[src/rtl/hazard_ctrl_v2_pkg.sv]
// hazard_ctrl_v2_pkg: FSM state, hazard cause and RV32I opcode encodings
// shared by the hazard unit, its match cells and its users.
package hazard_ctrl_v2_pkg;

    localparam logic [1:0] ST_RUN   = 2'd0;
    localparam logic [1:0] ST_STALL = 2'd1;
    localparam logic [1:0] ST_FLUSH = 2'd2;

    typedef enum logic [1:0] {
        CAUSE_NONE     = 2'd0,
        CAUSE_LOAD_USE = 2'd1,
        CAUSE_BRANCH   = 2'd2,
        CAUSE_FLUSH    = 2'd3
    } cause_e;

    localparam logic [6:0] OPC_LOAD   = 7'b0000011;
    localparam logic [6:0] OPC_OP_IMM = 7'b0010011;
    localparam logic [6:0] OPC_AUIPC  = 7'b0010111;
    localparam logic [6:0] OPC_STORE  = 7'b0100011;
    localparam logic [6:0] OPC_OP     = 7'b0110011;
    localparam logic [6:0] OPC_LUI    = 7'b0110111;
    localparam logic [6:0] OPC_BRANCH = 7'b1100011;
    localparam logic [6:0] OPC_JAL    = 7'b1101111;

    function automatic logic uses_rs1(input logic [6:0] op);
        return !(op == OPC_LUI || op == OPC_AUIPC || op == OPC_JAL);
    endfunction

    function automatic logic uses_rs2(input logic [6:0] op);
        return op == OPC_BRANCH || op == OPC_STORE || op == OPC_OP;
    endfunction

endpackage

[src/rtl/hazard_ctrl_v2_if.sv]
// hazard_ctrl_v2_if: ID/producer inputs and pipeline control outputs
// of the hazard unit; the pipeline is master, the hazard unit is slave.
interface hazard_ctrl_v2_if #(
    parameter int REG_ADDR_W = 5
);
    logic                  id_valid;
    logic [6:0]            id_opcode;
    logic [REG_ADDR_W-1:0] id_rs1;
    logic [REG_ADDR_W-1:0] id_rs2;
    logic [REG_ADDR_W-1:0] ex_rd;
    logic [REG_ADDR_W-1:0] mem_rd;
    logic                  ex_reg_we;
    logic                  mem_reg_we;
    logic                  ex_is_load;
    logic                  mem_is_load;
    logic                  ctrl_pc_src;
    logic                  ctrl_pc_en;
    logic                  ctrl_imem_en;
    logic                  ctrl_id_reg_flush;
    logic                  ctrl_zero_sel;
    logic [1:0]            hazard_cause;

    modport master (
        output id_valid, id_opcode, id_rs1, id_rs2,
        output ex_rd, mem_rd, ex_reg_we, mem_reg_we,
        output ex_is_load, mem_is_load, ctrl_pc_src,
        input  ctrl_pc_en, ctrl_imem_en, ctrl_id_reg_flush,
        input  ctrl_zero_sel, hazard_cause
    );

    modport slave (
        input  id_valid, id_opcode, id_rs1, id_rs2,
        input  ex_rd, mem_rd, ex_reg_we, mem_reg_we,
        input  ex_is_load, mem_is_load, ctrl_pc_src,
        output ctrl_pc_en, ctrl_imem_en, ctrl_id_reg_flush,
        output ctrl_zero_sel, hazard_cause
    );
endinterface

[src/rtl/hazard_ctrl_v2_src_match.sv]
// hazard_src_match: one source register checked against one producer;
// x0 never matches since its writes are discarded.
module hazard_src_match #(
    parameter int W = 5
) (
    input  logic [W-1:0] rs,
    input  logic         used,
    input  logic [W-1:0] rd,
    input  logic         we,
    output logic         match
);
    assign match = used && we && (rs == rd) && (rd != '0);
endmodule

[src/rtl/hazard_ctrl_v2.sv]
// hazard_ctrl_v2: RAW stall/flush control beside the IF/ID register.
// Define HAZARD_PERF_CNT_EN to add the 32-bit stall/flush cycle counters.
module hazard_ctrl_v2
    import hazard_ctrl_v2_pkg::*;
#(
    parameter int REG_ADDR_W   = 5,
    parameter int LOAD_LAT     = 1,
    parameter int BRANCH_IN_ID = 1,
    parameter int FLUSH_CYCLES = 1,
    parameter int CNT_W        = 2
) (
    input logic             clk,
    input logic             rst,
    hazard_ctrl_v2_if.slave hz
`ifdef HAZARD_PERF_CNT_EN
    ,
    output logic [31:0]     perf_stall_cycles,
    output logic [31:0]     perf_flush_cycles
`endif
);

    localparam logic [CNT_W-1:0] ONE    = CNT_W'(1);
    localparam logic [CNT_W-1:0] TWO    = CNT_W'(2);
    localparam logic [CNT_W-1:0] LL     = CNT_W'(LOAD_LAT);
    localparam logic [CNT_W-1:0] LL_M1  = CNT_W'(LOAD_LAT - 1);
    localparam logic [CNT_W-1:0] LL_P1  = CNT_W'(LOAD_LAT + 1);
    localparam logic [CNT_W-1:0] FL_RLD = CNT_W'(FLUSH_CYCLES - 1);

    logic use1, use2;
    logic m1_ex, m2_ex, m1_mem, m2_mem;
    logic ex_hit, mem_hit, is_br;
    logic br_win, ld_win;
    logic [CNT_W-1:0] ld_req, br_req, req;
    logic [1:0] det_cause;

    logic [1:0] state_q, state_d;
    logic [CNT_W-1:0] cnt_q, cnt_d;
    logic [1:0] cause_q, cause_d;
    logic stall_now, pc_en, imem_en, flush_q;

    assign use1 = uses_rs1(hz.id_opcode);
    assign use2 = uses_rs2(hz.id_opcode);

    hazard_src_match #(.W(REG_ADDR_W)) u_m1_ex (
        .rs(hz.id_rs1), .used(use1), .rd(hz.ex_rd),
        .we(hz.ex_reg_we), .match(m1_ex)
    );
    hazard_src_match #(.W(REG_ADDR_W)) u_m2_ex (
        .rs(hz.id_rs2), .used(use2), .rd(hz.ex_rd),
        .we(hz.ex_reg_we), .match(m2_ex)
    );
    hazard_src_match #(.W(REG_ADDR_W)) u_m1_mem (
        .rs(hz.id_rs1), .used(use1), .rd(hz.mem_rd),
        .we(hz.mem_reg_we), .match(m1_mem)
    );
    hazard_src_match #(.W(REG_ADDR_W)) u_m2_mem (
        .rs(hz.id_rs2), .used(use2), .rd(hz.mem_rd),
        .we(hz.mem_reg_we), .match(m2_mem)
    );

    // Largest applicable rule wins; the branch rule wins a tie.
    always_comb begin
        ex_hit  = m1_ex || m2_ex;
        mem_hit = m1_mem || m2_mem;
        is_br   = (BRANCH_IN_ID != 0) && (hz.id_opcode == OPC_BRANCH);
        ld_req  = '0;
        if (mem_hit && hz.mem_is_load)
            ld_req = LL_M1;
        if (ex_hit && hz.ex_is_load)
            ld_req = LL;
        br_req = '0;
        if (is_br && ex_hit)
            br_req = hz.ex_is_load ? LL_P1 : ONE;
        br_win = (br_req != '0) && (br_req >= ld_req);
        ld_win = (ld_req != '0) && !br_win;
        req       = '0;
        det_cause = CAUSE_NONE;
        unique case (1'b1)
            br_win: begin
                req       = br_req;
                det_cause = CAUSE_BRANCH;
            end
            ld_win: begin
                req       = ld_req;
                det_cause = CAUSE_LOAD_USE;
            end
            default: ;
        endcase
    end

    // The detect cycle is the first stall cycle, so STALL covers req-1 more.
    always_comb begin
        state_d   = state_q;
        cnt_d     = cnt_q;
        cause_d   = cause_q;
        stall_now = 1'b0;
        if (hz.ctrl_pc_src) begin
            state_d = ST_FLUSH;
            cnt_d   = FL_RLD;
        end else begin
            unique case (state_q)
                ST_RUN: begin
                    if (hz.id_valid && req != '0) begin
                        stall_now = 1'b1;
                        cause_d   = det_cause;
                        if (req > ONE) begin
                            state_d = ST_STALL;
                            cnt_d   = req - TWO;
                        end
                    end
                end
                ST_STALL: begin
                    stall_now = 1'b1;
                    if (cnt_q == '0)
                        state_d = ST_RUN;
                    else
                        cnt_d = cnt_q - ONE;
                end
                ST_FLUSH: begin
                    if (cnt_q == '0)
                        state_d = ST_RUN;
                    else
                        cnt_d = cnt_q - ONE;
                end
                default: state_d = ST_RUN;
            endcase
        end
    end

    assign pc_en   = rst && !stall_now;
    assign imem_en = !rst || pc_en;

    always_comb begin
        hz.hazard_cause = CAUSE_NONE;
        if (!rst)
            hz.hazard_cause = CAUSE_NONE;
        else if (hz.ctrl_pc_src || state_q == ST_FLUSH)
            hz.hazard_cause = CAUSE_FLUSH;
        else if (state_q == ST_STALL)
            hz.hazard_cause = cause_q;
        else if (stall_now)
            hz.hazard_cause = det_cause;
    end

    assign hz.ctrl_pc_en        = pc_en;
    assign hz.ctrl_imem_en      = imem_en;
    assign hz.ctrl_zero_sel     = !pc_en || (hz.id_opcode == 7'd0);
    assign hz.ctrl_id_reg_flush = flush_q;

    always_ff @(posedge clk) begin
        if (!rst) begin
            state_q <= ST_RUN;
            cnt_q   <= '0;
            cause_q <= CAUSE_NONE;
        end else begin
            state_q <= state_d;
            cnt_q   <= cnt_d;
            cause_q <= cause_d;
        end
    end

    // Registered so the flush lines up with the synchronous IMEM output.
    always_ff @(posedge clk) begin
        flush_q <= !rst || (imem_en && hz.ctrl_pc_src) ||
                   (state_q == ST_FLUSH && cnt_q != '0);
    end

`ifdef HAZARD_PERF_CNT_EN
    always_ff @(posedge clk) begin
        if (!rst) begin
            perf_stall_cycles <= '0;
            perf_flush_cycles <= '0;
        end else begin
            if (!pc_en && perf_stall_cycles != '1)
                perf_stall_cycles <= perf_stall_cycles + 32'd1;
            if (state_q == ST_FLUSH && perf_flush_cycles != '1)
                perf_flush_cycles <= perf_flush_cycles + 32'd1;
        end
    end
`endif

endmodule

[src/flat_wrapper.sv]
// flat-port wrapper written by rule: the top's interface ports become plain ports
module hazard_ctrl_v2_flat import hazard_ctrl_v2_pkg::*;
#(
    parameter int REG_ADDR_W   = 5,
    parameter int LOAD_LAT     = 1,
    parameter int BRANCH_IN_ID = 1,
    parameter int FLUSH_CYCLES = 1,
    parameter int CNT_W        = 2
)
  (clk, rst, hz_id_valid, hz_id_opcode, hz_id_rs1, hz_id_rs2, hz_ex_rd, hz_mem_rd, hz_ex_reg_we, hz_mem_reg_we, hz_ex_is_load, hz_mem_is_load, hz_ctrl_pc_src, hz_ctrl_pc_en, hz_ctrl_imem_en, hz_ctrl_id_reg_flush, hz_ctrl_zero_sel, hz_hazard_cause);
  hazard_ctrl_v2_if #(.REG_ADDR_W(REG_ADDR_W)) hz_i ();
  input logic clk;
  input logic rst;
  input wire logic [$bits(hz_i.id_valid)-1:0] hz_id_valid;
  input wire logic [$bits(hz_i.id_opcode)-1:0] hz_id_opcode;
  input wire logic [$bits(hz_i.id_rs1)-1:0] hz_id_rs1;
  input wire logic [$bits(hz_i.id_rs2)-1:0] hz_id_rs2;
  input wire logic [$bits(hz_i.ex_rd)-1:0] hz_ex_rd;
  input wire logic [$bits(hz_i.mem_rd)-1:0] hz_mem_rd;
  input wire logic [$bits(hz_i.ex_reg_we)-1:0] hz_ex_reg_we;
  input wire logic [$bits(hz_i.mem_reg_we)-1:0] hz_mem_reg_we;
  input wire logic [$bits(hz_i.ex_is_load)-1:0] hz_ex_is_load;
  input wire logic [$bits(hz_i.mem_is_load)-1:0] hz_mem_is_load;
  input wire logic [$bits(hz_i.ctrl_pc_src)-1:0] hz_ctrl_pc_src;
  output wire logic [$bits(hz_i.ctrl_pc_en)-1:0] hz_ctrl_pc_en;
  output wire logic [$bits(hz_i.ctrl_imem_en)-1:0] hz_ctrl_imem_en;
  output wire logic [$bits(hz_i.ctrl_id_reg_flush)-1:0] hz_ctrl_id_reg_flush;
  output wire logic [$bits(hz_i.ctrl_zero_sel)-1:0] hz_ctrl_zero_sel;
  output wire logic [$bits(hz_i.hazard_cause)-1:0] hz_hazard_cause;
  assign hz_i.id_valid = hz_id_valid;
  assign hz_i.id_opcode = hz_id_opcode;
  assign hz_i.id_rs1 = hz_id_rs1;
  assign hz_i.id_rs2 = hz_id_rs2;
  assign hz_i.ex_rd = hz_ex_rd;
  assign hz_i.mem_rd = hz_mem_rd;
  assign hz_i.ex_reg_we = hz_ex_reg_we;
  assign hz_i.mem_reg_we = hz_mem_reg_we;
  assign hz_i.ex_is_load = hz_ex_is_load;
  assign hz_i.mem_is_load = hz_mem_is_load;
  assign hz_i.ctrl_pc_src = hz_ctrl_pc_src;
  assign hz_ctrl_pc_en = hz_i.ctrl_pc_en;
  assign hz_ctrl_imem_en = hz_i.ctrl_imem_en;
  assign hz_ctrl_id_reg_flush = hz_i.ctrl_id_reg_flush;
  assign hz_ctrl_zero_sel = hz_i.ctrl_zero_sel;
  assign hz_hazard_cause = hz_i.hazard_cause;
  hazard_ctrl_v2 #(.REG_ADDR_W(REG_ADDR_W), .LOAD_LAT(LOAD_LAT), .BRANCH_IN_ID(BRANCH_IN_ID), .FLUSH_CYCLES(FLUSH_CYCLES), .CNT_W(CNT_W)) u_core (.clk(clk), .rst(rst), .hz(hz_i));
endmodule
[config.mk]
export PLATFORM = sky130hd
export DESIGN_NAME = hazard_ctrl_v2_flat
export DESIGN_NICKNAME = d
export VERILOG_FILES = /design/src/rtl/hazard_ctrl_v2_pkg.sv /design/src/rtl/hazard_ctrl_v2_if.sv /design/src/rtl/hazard_ctrl_v2_src_match.sv /design/src/rtl/hazard_ctrl_v2.sv /design/src/flat_wrapper.sv
export SDC_FILE = /design/constraint.sdc
export NUM_CORES = 1
export LEC_CHECK = 0
export CORE_ASPECT_RATIO = 1.2
export CORE_MARGIN = 4
export CORE_UTILIZATION = 41
export CTS_BUF_LIST = sky130_fd_sc_hd__clkbuf_4
export DETAILED_ROUTE_END_ITERATION = 16
export PLACE_DENSITY_LB_ADDON = 0.05
export SETUP_SLACK_MARGIN = 0.05
export SKIP_CTS_REPAIR_TIMING = 1
export SYNTH_ARGS = -nofsm -noshare
export SYNTH_HDL_FRONTEND = slang
export SYNTH_HIERARCHICAL = 1
export SYNTH_SLANG_ARGS = --single-unit
[constraint.sdc]
create_clock -name clk -period 4.5 [get_ports clk]
set_clock_uncertainty 0.2 [all_clocks]
set_input_delay 0.9 -clock clk [delete_from_list [all_inputs] [get_ports clk]]
set_output_delay 0.9 -clock clk [all_outputs]
set_load 0.01 [all_outputs]
* After elaboration in Yosys (flattened, before gate mapping) *
Cells that the tools add are included.

word-level totals
  output and inout port bits = 6
  register bits = 7
  logic and storage cells = 93

operators by class
  eq/ne operators = 17
  reductions and logical operators = 44
  bitwise operators = 2
  $add $sub $neg = 2
  mux-type cells = 21
  $lt $le $gt $ge = 2

operators with widths
  operator                                                                          number
  2-bit two-way mux                                                                 13
  7-bit by 6-bit == test with 1-bit output (second input constant)                  3
  2-bit case mux with 2 select lines                                                4
  7-bit == test (second input constant)                                             2
  1-bit logical AND                                                                 14
  5-bit == test                                                                     2
  1-bit logical OR                                                                  10
  2-bit nonzero test                                                                5
  3-bit AND reduction                                                               3
  7-bit by 5-bit == test with 1-bit output (second input constant)                  1
  7-bit zero test                                                                   1
  2-bit by 1-bit inequality test with 1-bit output (second input constant)          3
  3-bit by 2-bit inequality test with 1-bit output (second input constant)          2
  1-bit zero test                                                                   5
  5-bit nonzero test                                                                1
  2-bit zero test                                                                   2
  4-bit AND reduction                                                               1
  2-bit OR reduction                                                                2
  1-bit two-way mux                                                                 3
  3-bit by 1-bit inequality test with 1-bit output (second input constant)          1
  2-bit by 1-bit == test with 1-bit output (second input constant)                  1
  2-bit == test (second input constant)                                             1
  2-bit by 1-bit >= comparator with 1-bit output                                    1
  2-bit by 1-bit greater-than comparator with 1-bit output (second input constant)  1
  other kinds (5)                                                                   6

* Longest topological paths before layout *
Gate-level depths: netlist of run 1.

  depth after elaboration = 26
  mapped depth = 12
  gate-level depth less buffers = 11

* Cells and area by module *
Netlist of run 1, hierarchy kept.

by module, submodules not included
  module            area an instance (µm²)  instances  cells an instance
  hazard_ctrl_v2    661.9                   1          80
  hazard_src_match  76.3                    2          10

* Worst setup path after synthesis of run 1 *
No wires, ideal clock.

  path kind = in2out
  start = input hz_id_opcode[6]
  end = output hz_hazard_cause[1]
  slack = 0.072 ns
  required time = 3.400 ns
  stages = 12
  arrival time = 3.328 ns
  cells stage by stage = and3b_1 > buf_4 > a22o_2 > nand4_1 > o2111ai_1 > nor3b_2 > nor2_1 > or3_2 > ha_1 > nor2_1 > a2111oi_4 > o41a_1

between the ends
  word-level cells in the longest chain between the ends = 24
  elaborated cells between the ends (all ways) = 39

RTL lines
  item                                                                                                         RTL line                        source
  start, declared                                                                                              flat_wrapper.sv:15              input wire logic [$bits(hz_i.id_opcode)-1:0] hz_id_opcode;
  7-bit by 6-bit == test with 1-bit output / 7-bit by 5-bit == test with 1-bit output (equally long branches)  hazard_ctrl_v2_pkg.sv:26        return !(op == OPC_LUI || op == OPC_AUIPC || op == OPC_JAL);
  1-bit logical OR                                                                                             hazard_ctrl_v2_pkg.sv:26
  1-bit logical OR *                                                                                           hazard_ctrl_v2_pkg.sv:26
  1-bit zero test *                                                                                            hazard_ctrl_v2_pkg.sv:26
  named net u_core.use1                                                                                        hazard_ctrl_v2.sv:29            logic use1, use2;
  1-bit logical AND * (3 in a row)                                                                             hazard_ctrl_v2_src_match.sv:12  assign match = used && we && (rs == rd) && (rd != '0);
  named net u_core.m1_ex                                                                                       hazard_ctrl_v2.sv:30            logic m1_ex, m2_ex, m1_mem, m2_mem;
  1-bit logical OR *                                                                                           hazard_ctrl_v2.sv:63            ex_hit = m1_ex || m2_ex;
  [... 8 more ...]                                                                                             -
  1-bit logical AND                                                                                            hazard_ctrl_v2.sv:103           if (hz.id_valid && req != '0) begin
  1-bit two-way mux                                                                                            hazard_ctrl_v2.sv:103
  1-bit case mux with 2 select lines                                                                           hazard_ctrl_v2.sv:101           unique case (state_q)
  1-bit two-way mux                                                                                            hazard_ctrl_v2.sv:97            if (hz.ctrl_pc_src) begin
  2-bit two-way mux *                                                                                          hazard_ctrl_v2.sv:141           else if (stall_now)
  2-bit two-way mux *                                                                                          hazard_ctrl_v2.sv:139           else if (state_q == ST_STALL)
  2-bit two-way mux *                                                                                          hazard_ctrl_v2.sv:137           else if (hz.ctrl_pc_src || state_q == ST_FLUSH)
  2-bit two-way mux *                                                                                          hazard_ctrl_v2.sv:135           if (!rst)
  end, declared                                                                                                flat_wrapper.sv:29              output wire logic [$bits(hz_i.hazard_cause)-1:0] hz_hazard_cause;

Mark *: on every way through the listed nets, which the timed path passes. The rest lies on a longest branch.

* Worst setup path in the final report of run 1 *
  start = input hz_id_rs2[1]
  end = output hz_hazard_cause[1]

between the ends
  word-level cells in the longest chain between the ends = 20
  elaborated cells between the ends (all ways) = 25

RTL lines
  item                                                                                         RTL line                                    source
  start, declared                                                                              flat_wrapper.sv:17                          input wire logic [$bits(hz_i.id_rs2)-1:0] hz_id_rs2;
  5-bit == test *                                                                              hazard_ctrl_v2_src_match.sv:12
  1-bit logical AND * (2 in a row)                                                             hazard_ctrl_v2_src_match.sv:12
  named net u_core.m2_ex                                                                       hazard_ctrl_v2.sv:30
  1-bit logical OR *                                                                           hazard_ctrl_v2.sv:63
  1-bit logical AND, on equally long branches                                                  hazard_ctrl_v2.sv:72, hazard_ctrl_v2.sv:69
  2-bit two-way mux / 1-bit two-way mux (equally long branches)                                hazard_ctrl_v2.sv:72, hazard_ctrl_v2.sv:69
  2-bit by 1-bit >= comparator with 1-bit output / 2-bit nonzero test (equally long branches)  hazard_ctrl_v2.sv:74                        br_win = (br_req != '0) && (br_req >= ld_req);
  1-bit logical AND                                                                            hazard_ctrl_v2.sv:74
  [... 4 more ...]                                                                             -
  1-bit logical AND                                                                            hazard_ctrl_v2.sv:103
  1-bit two-way mux                                                                            hazard_ctrl_v2.sv:103
  1-bit case mux with 2 select lines                                                           hazard_ctrl_v2.sv:101
  1-bit two-way mux                                                                            hazard_ctrl_v2.sv:97
  2-bit two-way mux *                                                                          hazard_ctrl_v2.sv:141
  2-bit two-way mux *                                                                          hazard_ctrl_v2.sv:139
  2-bit two-way mux *                                                                          hazard_ctrl_v2.sv:137
  2-bit two-way mux *                                                                          hazard_ctrl_v2.sv:135

Marks and branches as above.

==> results of run 1 <==
-- worst paths after layout --
check,from,endpoint,cells after the start
worst max-delay path,hz_id_rs2[1],hz_hazard_cause[1],11
worst min-delay path,u_core/cnt_q[1]$_SDFFE_PP0P_,u_core/cnt_q[1]$_SDFFE_PP0P_,2
worst max register to register,u_core/state_q[0]$_SDFFE_PP0P_,u_core/cause_q[0]$_SDFFE_PN0P_,9
worst min register to register,u_core/cnt_q[1]$_SDFFE_PP0P_,u_core/cnt_q[1]$_SDFFE_PP0P_,2
-- metal layers --
metal | part of all wire, % | routed length, microns | vias up | track usage [%]
met2 | 53 | 1290 | 25 | 32.1
met3 | 4.8 | 117 | 2 | 4.24
met5 | 0 | 0 | - | 0
met1 | 41 | 1010 | 452 | 20.3
li1 | - | - | 486 | -
met4 | 0.78 | 19 | 0 | 4.62
-- area by class of cell --
class / count / area, sq um
Multi-Input combinational cell: 82 / 677
Fill cell: 129 / 458
Sequential cell: 7 / 140
Timing Repair Buffer: 54 / 513
Tap cell: 19 / 23.8
Inverter: 8 / 30.0
Clock buffer: 4 / 30.0
-- power breakdown --
| group | internal (mW) | switching, mW | total [mW] |
|---|---|---|---|
| Sequential | 0.0636 | 0.000705 | 0.0643 |
| Clock | 0.0397 | 0.0206 | 0.0603 |
| Combinational | 0.0454 | 0.0323 | 0.0777 |
-- registers in the layout, indices dropped and copies added (netlist names) --
signal	cells
u_core/cause_q	2
u_core/cnt_q	2
u_core/hz.ctrl_id_reg_flush	1
u_core/state_q	2
-- worst max-delay path, stage by stage --
cell             delay [ps]
clkdlybuf4s50_1         440
xnor2_1                 230
o2111ai_2               150
nor3b_2                 200
nor2_1                   60
or3_4                   340
ha_4                    230
nor2_4                  100
a2111oi_4                80
o41a_1                  400
buf_2                   140
-- logic make-up after synthesis --
group | Yosys count
AND/OR/NAND/NOR | 36
AO/OA/AOI/OAI | 33
buffers and inverters | 11
XOR/XNOR | 8
flip-flops | 7
adder cells (fa/ha/maj) | 5
-- cells in the final DEF (no fill, tap or decap), types with 2 or more instances in the layout --
cell	instances
buf_4	21
clkdlybuf4s50_1	17
dlymetal6s2s_1	14
nor2_1	8
inv_1	8
o21ai_0	8
dfxtp_1	7
xnor2_1	7
nand2_1	5
clkbuf_4	4
ha_1	4
o21a_1	3
nand4_1	3
a21oi_1	3
nand3_1	3
a211oi_1	2
o31a_1	2
nand2b_1	2
nor2b_1	2
a41oi_1	2
a21boi_0	2
o2111ai_2	2
nor3b_2	2
-- synthesized netlist by cell type, types with 2 or more instances --
master,number
a211oi_1,2
ha_1,5
a21oi_1,3
a21boi_0,2
dfxtp_1,7
nand2_1,5
nand4_1,3
nand2b_1,2
o21a_1,3
xnor2_1,8
nor3b_2,2
a41oi_1,2
nor2b_1,2
o31a_1,2
o2111ai_1,3
inv_1,8
o21ai_0,8
nor2_1,9
nand3_1,3
nor4_1,2
==> flow_summary.toml, run 1 <==
[placement]
dp_cells = 165
post-dp-hpwl_microns = 1950
pre_cts_slack_ps = -843
postPlaceCellArea_sq_um = 1270
io_buffers = 33
gp_congestion = 0.768

[worst_setup_path]
crit_fanout = 2
critical_path_class = "in -> out"
required_ps = 3400
critPathCaptureType = "primary output"
start_kind = "input port"
rrSetupSlack_ps = 2560
crit_arrival_ps = 3280

[run_status]
outcome = "finished, final reports clean"

[cts]
cts_tree = "built"
cts_buffer_depth = 2
worstSkewPairLatency_ps = 240
numCtsBuffers = 3
h-tree-depth = 1
clk_pin_slew_ps = 50
root_buffer = "clkbuf_4"
cts.sinks = 7

[routing]
drc = 0
ant_nets = 0
drtPass1Iterations = 4
viasPerCell = 5.55
via_count = 965
drtIter0Drc = 18
wl_microns = 2440
wl_per_cell_microns = 14.0

[finish]
final_cells = 174
fin_area_sq_um = 1410
layout-drive-gt1-share_pct = 28.4
area.growth.synth_to_final_pct = 73.6
final_util_pct = 75.5
finalNetCount = 196
n_antenna_cell = 0

[grt]
grt-ovfl-total = 0
grt_max_degree = 11
grt_usage_pct = 17.7
grt_pass1_wl_microns = 4110
antenna_found_initial = 0
grt_pass1_vias = 997

[yosys]
ys_warn_count = 6
synth_top_family_by_area = "compound AO/OA/AOI/OAI gates"
synth_cells = 100
ys_types = 39
ys_seq_area_share_pct = 17.2
synth_edf_count = 0
synth-simple-area-share_pct = 27.5
synth_top_cell_by_area = "dfxtp_1"
synth_xor_area_share_pct = 8.60
synth_flop_cell = "dfxtp_1"
synth_compound_area_share_pct = 32.6
synth_seq_cells = 7
synthAdderAreaFrac_pct = 7.68
synth_area_leaders = "dfxtp_1 17%, xnor2_1 8.6%, ha_1 7.7%, o21ai_0 4.9%, nor2_1 4.1%"
synth_area_per_cell_sq_um = 8.15
synth_nets = 140
yosys.area.top_type_share_pct = 17.2
muxShareOfSynthArea_pct = 0
syn_area_sq_um = 815
async_flop_share_pct = 0

[floorplan]
chipWidth_microns = 48.7
start_util_pct = 43.5
ioPinCount = 41
chipHeight_microns = 56.8
design.die.area_sq_um = 2770
core_sq_um = 1870
rows = 17

[timing]
slew_headroom_pct = 75.4
period_share_pct = 97.3
hold-worst-slack_ps = 301
fin_ws_ps = 121
worstMarginPinSlew_ps = 368
final_max_slew_viol_count = 0
fin_tns_setup_ps = 0
post-route-min-period_ps = 4380
rsz0062_at_grt = "true"
hold_viol = 0
fmax_mhz = 228
setup_viol = 0

[power_and_ir_drop]
p_leak_nw = 0.644
p_total_mw = 0.202
ir_drop_v = 0.000165
power.density_nw_per_um2 = 143

[worst_hold_path]
hold_path_class = "reg -> reg"

[run]
cap_violations = 0
No activity file was read; power rests on OpenSTA's default activity.
==> run 2: changes to the inputs <==
Settings changed: CORE_MARGIN 4 to 2.
==> run 2 against run 1 <==
- global-route usage increased by 2.6 points
- wire length decreased by 5.2%
- critical path depth unchanged
- final area decreased by 3.3%
- non-clock buffer count decreased by 3
- die area decreased by 15%
- sequential power about the same
- final cell count decreased by 1.7%
- count of clock-buffer cells in the layout unchanged
- largest cell class unchanged
==> flow_summary.toml, run 2 (same netlist as run 1, synthesis figures left out) <==
[placement]
dp_cells = 165
io_buffers = 33
gp_congestion = 0.770
post-dp-hpwl_microns = 1770

[floorplan]
start_util_pct = 44.0
design.die.area_sq_um = 2360
rows = 17
chipWidth_microns = 44.7
chipHeight_microns = 52.8
core_sq_um = 1850
ioPinCount = 41

[run]
cap_violations = 0

[cts]
cts_tree = "built"
root_buffer = "clkbuf_4"
cts_buffer_depth = 2
clk_pin_slew_ps = 50
h-tree-depth = 1
numCtsBuffers = 3
cts.sinks = 7
worstSkewPairLatency_ps = 240

[routing]
wl_per_cell_microns = 13.5
drtPass1Iterations = 4
viasPerCell = 5.74
drtIter0Drc = 21
wl_microns = 2310
drc = 0
ant_nets = 0
via_count = 982

[power_and_ir_drop]
ir_drop_v = 0.000175
p_leak_nw = 0.589
power.density_nw_per_um2 = 147

[grt]
grt_max_degree = 11
grt_pass1_vias = 891
grt-ovfl-total = 0
grt_pass1_wl_microns = 3540
grt_usage_pct = 20.3
antenna_found_initial = 0

[timing]
final_max_slew_viol_count = 0
setup_viol = 0
hold_viol = 0
rsz0062_at_grt = "true"
post-route-min-period_ps = 4420
fin_tns_setup_ps = 0
worstMarginPinSlew_ps = 370
period_share_pct = 98.2
slew_headroom_pct = 75.2
fmax_mhz = 226

[worst_setup_path]
start_kind = "input port"
crit_arrival_ps = 3320
crit_fanout = 2
critical_path_class = "in -> out"
required_ps = 3400
critPathCaptureType = "primary output"

[finish]
final_util_pct = 73.9
final_common_cell = "clkdlybuf4s50_1"
mostFrequentLayoutCells = "22 x clkdlybuf4s50_1, 18 x buf_4, 10 x dlymetal6s2s_1"
area.growth.synth_to_final_pct = 67.9
finalNetCount = 193
n_antenna_cell = 0
reg_top3 = "u_core/cause_q x2, u_core/cnt_q x2, u_core/state_q x2"
layout-drive-gt1-share_pct = 24.3
nFillCells = 138
final_cells = 171

[worst_hold_path]
hold_path_class = "reg -> reg"

[run_status]
outcome = "finished, final reports clean"
## run 2: changes by cell type in the layout (fill, tap and decap cells not counted), sizes merged
cell | before | now
buf | 22 | 19
clkbuf | 5 | 4
clkdlybuf4s50 | 17 | 22
dlymetal6s2s | 14 | 10
## run 2: per-layer routing
layer / global-route usage, % / vias up / wire length [microns]
li1: - / 481 / -
met5: 0 / - / 0
met2: 39.6 / 43 / 1210
met3: 3.10 / 8 / 210
met4: 9.09 / 0 / 25
met1: 20.2 / 450 / 864
## run 2: final cells by class
cell class / count / area, sq um / area share, %
sequential: 7 / 140 / 10.2
tap: 19 / 23.8 / 1.74
clock buffer: 4 / 30.0 / 2.20
multi-input combinational: 82 / 658 / 48.1
inverter: 8 / 30.0 / 2.20
timing repair buffer: 51 / 485 / 35.5
## run 2: where the power goes
part	internal [mW]	total, mW	switching (mW)
sequential	0.0635	0.0642	0.000723
clock	0.0397	0.0609	0.0212
combinational	0.0450	0.0762	0.0311
total	0.148	0.201	0.0531
## run 2: critical path: stages
cell and delay, ps:
clkdlybuf4s50_1 510, xnor2_1 160, o2111ai_2 150, nor3b_2 210, nor2_1 90, or3_4 340, ha_4 280, nor2_4 30
a2111oi_4 330, o41a_1 180, buf_2 120
## run 2: final timing paths
check                                 startpoint                        endpoint  slack [ps]  cells past startpoint
hold / removal      u_core/cnt_q[1]$_SDFFE_PP0P_    u_core/cnt_q[1]$_SDFFE_PP0P_         290                      2
setup reg to reg  u_core/state_q[0]$_SDFFE_PP0P_  u_core/cause_q[1]$_SDFFE_PN0P_        2630                      7
hold reg to reg     u_core/cnt_q[1]$_SDFFE_PP0P_    u_core/cnt_q[1]$_SDFFE_PP0P_         290                      2
setup / recovery                     hz_ex_rd[1]              hz_hazard_cause[1]          80                     11
## run 2: through the flow
step                      power [mW]  instance area [sq um]  hold slack (ps)  setup WS [ps]
after global placement         0.139                   1270              272           -795
after global routing           0.214                   1370              333          -24.6
final                          0.201                   1370              290           82.1
after floorplan               0.0967                    815              255           72.5
after detailed placement       0.140                   1270              283           -848
after CTS                      0.204                   1300              291           -857
